**src/rtl/powlib_sfifo.sv**
```systemverilog
// powlib_sfifo: single-clock FIFO on a dual-port memory with valid/ready
// handshakes, occupancy count and programmable almost-full/almost-empty flags.
// Depth D need not be a power of two; pointers wrap explicitly at D-1.
// Optional feature: define POWLIB_SFIFO_ERR_EN to enable the sticky overflow
// flag on err (tied low otherwise).
module powlib_sfifo #(
  parameter int W      = 32,
  parameter int D      = 8,
  parameter int WIDX   = $clog2(D),
  parameter int AFULL  = D - 1,
  parameter int AEMPTY = 1
) (
  input  logic          clk,
  input  logic          rst,
  input  logic          clr,
  input  logic [W-1:0]  wrdata,
  input  logic          wrvld,
  output logic          wrrdy,
  output logic [W-1:0]  rddata,
  output logic          rdvld,
  input  logic          rdrdy,
  output logic [WIDX:0] cnt,
  output logic          afull,
  output logic          aempty,
  output logic          err
);

  localparam logic [WIDX:0]   CNT_FULL   = (WIDX + 1)'(D);
  localparam logic [WIDX:0]   CNT_AFULL  = (WIDX + 1)'(AFULL);
  localparam logic [WIDX:0]   CNT_AEMPTY = (WIDX + 1)'(AEMPTY);
  localparam logic [WIDX-1:0] PTR_LAST   = WIDX'(D - 1);

  logic [W-1:0]    mem [D];
  logic [WIDX-1:0] wrptr;
  logic [WIDX-1:0] rdptr;
  logic            push;
  logic            pop;

  // Handshake and flag decode from registered count only
  always_comb begin
    wrrdy  = rst && (cnt != CNT_FULL);
    rdvld  = rst && (cnt != '0);
    push   = wrvld && wrrdy;
    pop    = rdvld && rdrdy;
    afull  = (cnt >= CNT_AFULL);
    aempty = (cnt <= CNT_AEMPTY);
    rddata = mem[rdptr];
  end

  // Storage write; contents deliberately not reset, flushed writes dropped
  always_ff @(posedge clk) begin
    if (push && !clr) begin
      mem[wrptr] <= wrdata;
    end
  end

  // Pointer and occupancy state; clr overrides any transfer in the same cycle
  always_ff @(posedge clk or negedge rst) begin
    if (!rst) begin
      wrptr <= '0;
      rdptr <= '0;
      cnt   <= '0;
    end else if (clr) begin
      wrptr <= '0;
      rdptr <= '0;
      cnt   <= '0;
    end else begin
      if (push) begin
        wrptr <= (wrptr == PTR_LAST) ? '0 : wrptr + 1'b1;
      end
      if (pop) begin
        rdptr <= (rdptr == PTR_LAST) ? '0 : rdptr + 1'b1;
      end
      case ({push, pop})
        2'b10:   cnt <= cnt + 1'b1;
        2'b01:   cnt <= cnt - 1'b1;
        default: cnt <= cnt;
      endcase
    end
  end

`ifdef POWLIB_SFIFO_ERR_EN
  // Sticky overflow: write attempted while full
  always_ff @(posedge clk or negedge rst) begin
    if (!rst) begin
      err <= 1'b0;
    end else if (clr) begin
      err <= 1'b0;
    end else if (wrvld && !wrrdy) begin
      err <= 1'b1;
    end
  end
`else
  assign err = 1'b0;
`endif

endmodule

```
**config.mk**
```make
export PLATFORM = sky130hd
export DESIGN_NAME = powlib_sfifo
export DESIGN_NICKNAME = d
export VERILOG_FILES = /design/src/rtl/powlib_sfifo.sv
export SDC_FILE = /design/constraint.sdc
export NUM_CORES = 1
export LEC_CHECK = 0
export ABC_AREA = 1
export CORE_MARGIN = 2
export CORE_UTILIZATION = 55
export CTS_CLUSTER_DIAMETER = 150
export CTS_CLUSTER_SIZE = 14
export DETAILED_ROUTE_END_ITERATION = 8
export PLACE_DENSITY_LB_ADDON = 0.08
export SYNTH_ARGS = -nofsm -noshare
export SYNTH_HDL_FRONTEND = slang
export SYNTH_SLANG_ARGS = --single-unit
```
**constraint.sdc**
```tcl
create_clock -name clk -period 7.65 [get_ports clk]
set_input_delay 1.53 -clock clk [delete_from_list [all_inputs] [get_ports clk]]
set_output_delay 1.53 -clock clk [all_outputs]
set_load 0.02 [all_outputs]
```
# Yosys cells after proc, flatten, opt, wreduce, memory -nomap -nowiden
# Memories as Yosys holds them, arrays and structs flattened.
# Index checks and enable logic that the tools add are counted.
[totals]
regBits = 10
latch_bits = 0
ramBits = 256
romBits = 0
in_bits = 37
out_inout_bits = 41
mem_count = 1
[classes]
addsub = 4
mul = 0
div_mod_pow = 0
order_cmp = 2
n_eq_ne = 5
shifts = 0
mux = 10
bitwise = 0
n_reduce_logical = 10
[mem_list]
columns = ["memory", "words", "word_bits", "read_ports", "rd_ports_with_merged_regs", "write_ports", "line", "text"]
rows = [
  ["mem", 8, 32, 1, 0, 1, "33", "logic [W-1:0] mem [D];"],
]
[op_table]
columns = ["cell", "n"]
rows = [
  ["$mux 3", 6],
  ["$pmux 4 s2", 1],
  ["$add 3x1->3 const B", 2],
  ["$eq 3x3->1 const B", 2],
  ["$logic_and 1x1->1", 5],
  ["$add 4x1->4 const B", 1],
  ["$ge 4x3->1 const B", 1],
  ["$le 4x1->1 const B", 1],
  ["$mux 4", 1],
  ["$ne 4x4->1 const B", 1],
  ["$reduce_bool 2->1", 2],
  ["$reduce_bool 4->1", 1],
  ["$sub 4x1->4 const B", 1],
  ["$reduce_bool 3->1", 1],
  ["$eq 2x1->1 const B", 1],
  ["$eq 2x2->1 const B", 1],
  ["$mux 1", 2],
  ["$logic_not 1->1", 1],
]

# Depth between registers and ports, before layout
[logic_depth]
ltp_word = 6
mapped_depth = 11

# Worst setup path before layout
# Ideal clock, no wire load.
[synth_path]
path_kind = "input-to-reg"
from = "input port wrvld"
to = "memory mem[0][0], enable pin"
setup_ns = 0.421
arrival_time_ns = 3.259
setup_slack_ns = 3.970
stages = 4
n_path_buf = 0
path_cell_list = "nand3_4 -> nor2_2 -> nand2_1 -> nor2_1"
[synth_via]
elab_chain_cells = 4
[synth_rtl]
columns = ["element", "line", "text"]
rows = [
  ["from (decl)", "17", "input logic wrvld,"],
  ["$logic_and 1x1->1", "43", "push = wrvld && wrrdy;"],
  ["$logic_and 1x1->1", "52", "if (push && !clr) begin"],
  ["$mux 1", "52", ""],
  ["$mux 1 (not written as such)", "53", "mem[wrptr] <= wrdata;"],
  ["to (decl)", "33", ""],
]
# No other way between the ends.

# Worst setup path in the final report
[layout_path]
from = "register rdptr[0]"
to = "output port rddata[3]"
[layout_via]
elab_chain_cells = 1
[layout_rtl]
columns = ["element", "line", "text"]
rows = [
  ["from (decl)", "35", "logic [WIDX-1:0] rdptr;"],
  ["from (signal assigned)", "72", "rdptr <= (rdptr == PTR_LAST) ? '0 : rdptr + 1'b1;"],
  ["$mem_v2 8x32", "n/a", ""],
  ["to (decl)", "19", "output logic [W-1:0] rddata,"],
]
# No other way between the ends.

==> reports/metrics.sh <==
SWITCHING_FRACTION_PCT=24.3
GLOBALPLACE.CONGESTION=0.769
IOS=78
VIA_COUNT=6688
SYNTHXORXNORAREAFRAC_PCT=0.245
SYNTH_LARGEST_AREA_CELL='edfxtp_1'
CLK_PIN_SLEW_NS=0.06
CLKPWRFRAC_PCT=33.0
POWER.LEAKAGE_uW=0.00420
DESIGN.DIE.AREA_UM2=20700
YS_SEQ_AREA_SHARE_PCT=73.9
NET-SWITCHING-POWER_uW=740
ASYNCSETRESETFLOPFRACSYNTH_PCT=3.76
SYNTH_TOP_AREA_SHARE_PCT=71.6
N_FILL_CELL=1465
SYNTHCELLS=864
DETAIL_ROUTE.DRC_VIOLATIONS=0
DRT_FIRST_PASS_ITERS=4
GRT.TOTAL_USAGE_PCT=22.7
DRT-TOTAL-WL_UM=23000
COMBINATIONAL_FAMILY_WITH_THE_MOST_AREA_AFTER_SYNTHESIS='simple AND/OR/NAND/NOR gates'
SEQ_AREA_UM2=7940
GRT_OVERFLOW=0
HOLD_VIOLATIONS=0
CTS_TREE='yes'
VIAS_IN_THE_FIRST_GLOBAL_ROUTE=6692
START_UTIL_PCT=55.6
HOLDBUFCOUNTCTS=0
AREA_GROWTH_SYN_TO_LAYOUT_PCT=14.7
CLOCK_TREE.ROOT_CELL='clkbuf_16'
DRIVE_GT1_SHARE_PCT=6.63
SYNTH_MOST_COMMON_CELL='edfxtp_1'
TIMING_WORST_SETUP_PATH_TYPE='flip-flop to output pin'
CTS_REPAIR_RESIZE_COUNT=0
SYNTH.NET_COUNT=909
FINAL_PERIOD_MINUS_WORST_SETUP_SLACK_NS=5.18
CP-END-KIND='output pin'
TRITONCTS_BUFFERS=22
SYNTHTOPCELLSBYCOUNT='256 x edfxtp_1, 170 x nor2_1, 128 x nand2_1, 116 x o21ai_0, 33 x a21oi_1'
DRTITER0DRC=570
GRT_MAX_DEGREE=103
POST_ROUTE_SETUP_TNS_NS=0
SYNTH_EDF_COUNT=256
LAYOUT_WORST_PATH_CYCLE_SHARE_PCT=67.7
NETLIST_AREA_UM2=10700
YOSYS.AREA_SHARE.ADDER_PCT=0.932
YOSYS_REGISTER_BITS=266
DIE_WIDTH_UM=144
POST_SYNTH_NUM_CELL_TYPES=30
SYNTHESIZED_AREA_FRACTION_OCCUPIED_BY_AO_OA_AOI_AND_OAI_CELLS_PCT=9.82
MULTI_INPUT_AREA_UM2=2500
CRITICAL_PATH.STARTPOINT_TYPE='flip-flop'
FP-ROW-COUNT=51
CRITICAL_PATH_PEAK_FANOUT=102
SLEW_HEADROOM_PCT=30.3
TIMING.CRITICAL_PATH.ARRIVAL_NS=3.65
MAX-CAP-VIOLATIONS=0
POWER_FRAC_SEQ_PCT=53.5
GRT_PASS1_WL_UM=35800
HOLD_PATH_CLASS='flip-flop to flip-flop'
CHIPHEIGHT_UM=144
POSTCTSSETUPBUFFERS=0
DP_HPWL_UM=12000
TOP_CELLS_BY_AREA_IN_THE_SYNTHESIZED_NETLIST='edfxtp_1 72%, nor2_1 5.9%, o21ai_0 5.4%'
ROUTE.DETAILED.WL_PER_INST_UM=19.2
POWER.DENSITY_CELL_AREA_nW_PER_UM2=248
MAXSLEWVIOLCOUNT=0
SYNTHESIS.YOSYS.WARNINGS=0
CTS.SINKS=266
SYN-MEAN-INSTANCE-AREA_UM2=12.4
CRITPATHREQUIREDTIME_NS=6.12
SYNTH_FLOP_CELL='edfxtp_1'
SYNTHSIMPLEGATEAREAFRAC_PCT=11.7
VDD_DROP_MAX_mV=0.285
CTS_BUFFER_DEPTH=3
WORSTSKEWPAIRLATENCY_NS=0.50
CTS-HTREE-LEVELS=1
TIMING_WORST_SLEW_PIN_VALUE_NS=1.05
P_INT_uW=2310
SETUP_VIOLATIONS=0
DESIGN_POWER_TOTAL_uW=3050
VIAS_PER_CELL=5.57
CORE-AREA_UM2=19300
CLOCK.FMAX_MHz=193
BUFFER_PORTS.INSERTED=76
N_ANTENNA_CELL=0
RUN_STATUS='complete, no violations'
SYNTH.MUX.AREA_FRACTION_PCT=0
POWER_FRAC_COMB_PCT=13.5
CLOCK-SKEW-FINAL_NS=0.0115
POSTROUTEANTENNANETS=0
GRT_SETUP_UNREPAIRED='false'
LAYOUT.NETS=973
NUMBER_OF_ANTENNA_VIOLATIONS_AT_THE_FIRST_CHECK_IN_GLOBAL_ROUTING=0
-- routing by layer --
| metal | vias to the layer above | wire length [µm] | global-route usage [%] |
|---|---|---|---|
| li1 | 3186 | - | - |
| met1 | 3237 | 9940 | 30.1 |
| met2 | 222 | 11300 | 38.6 |
| met3 | 43 | 1300 | 3.47 |
| met4 | 0 | 509 | 7.89 |
| met5 | - | 0 | 0 |
-- logic make-up after synthesis --
logic type,count (synthesis)
simple gates,317
flops,266
compound gates,201
buf+inv,68
fa+ha+maj,8
xor+xnor,3
other cells,1
-- flip-flops by register name (all words and copies together) (netlist names) --
signal / cells
rdptr: 3
cnt: 4
mem: 256
wrptr: 3
-- metrics by stage --
| step | cell area, µm² | setup WS (ns) | hold WS (ns) | utilization, % | std cells |
|---|---|---|---|---|---|
| after detailed placement | 11700 | 2.77 | 0.608 | 60.6 | 1169 |
| after global routing | 12300 | 2.20 | 0.652 | 63.7 | 1200 |
| final | 12300 | 2.47 | 0.624 | 63.7 | 1200 |
| after global placement | 11700 | 2.81 | 0.584 | 60.6 | 1169 |
| after CTS | 12300 | 2.44 | 0.621 | 63.7 | 1200 |
| after floorplan | 10700 | 3.97 | 0.557 | - | 864 |
-- final timing paths --
| path | from | endpoint | slack (ns) | cells after the start |
|---|---|---|---|---|
| max in group asynchronous | rst | rdptr[0] | 5.70 | 1 |
| worst min register to register | wrptr[0] | wrptr[0] | 0.62 | 2 |
| worst max register to register | cnt[0] | mem[1][11] | 4.65 | 8 |
| worst max-delay path | rdptr[0] | rddata[3] | 2.47 | 5 |
| worst min-delay path | wrptr[0] | wrptr[0] | 0.62 | 2 |
| min in group asynchronous | rst | cnt[3] | 1.44 | 1 |
-- worst max-delay path, stage by stage, from the launching register on --
cell and delay [ns]:
dfrtp_4 0.63, clkinv_2 0.35, buf_4 0.85, o21ai_0 0.26
a31oi_1 0.33, clkdlybuf4s50_1 0.66
-- power groups by stage --
stage	registers [µW]	logic, µW	clock network (µW)
2_1_floorplan	1660	268	0
3_3_place_gp	1660	402	0
3_5_place_dp	1660	414	0
4_1_cts	1630	416	1030
5_1_grt	1630	458	1080
6_report	1630	413	1010
-- placed cells by master (no fill, tap or decap), drive strengths merged --
cell type      Yosys  final
edfxtp           256    256
nor2             173    173
nand2            132    132
o21ai            132    132
clkdlybuf4s50      0     76
a21oi             34     34
a31oi             32     32
clkbuf            19     31
inv               18     17
buf               31     14
nand3             11     11
dfrtp             10     10
ha                 8      8
o22ai              2      2
xnor2              2      2
clkinv             0      1
o21a               1      1
nand3b             1      1
xor2               1      1
conb               1      1
-- area by class of cell --
cell class	instances	area share, %
Multi-Input combinational cell	530	20.3
Timing Repair Buffer	90	7.03
Inverter	18	0.579
Clock buffer	31	4.91
Tap cell	265	2.69
Sequential cell	266	64.5
(Power assumes the default switching activity.)
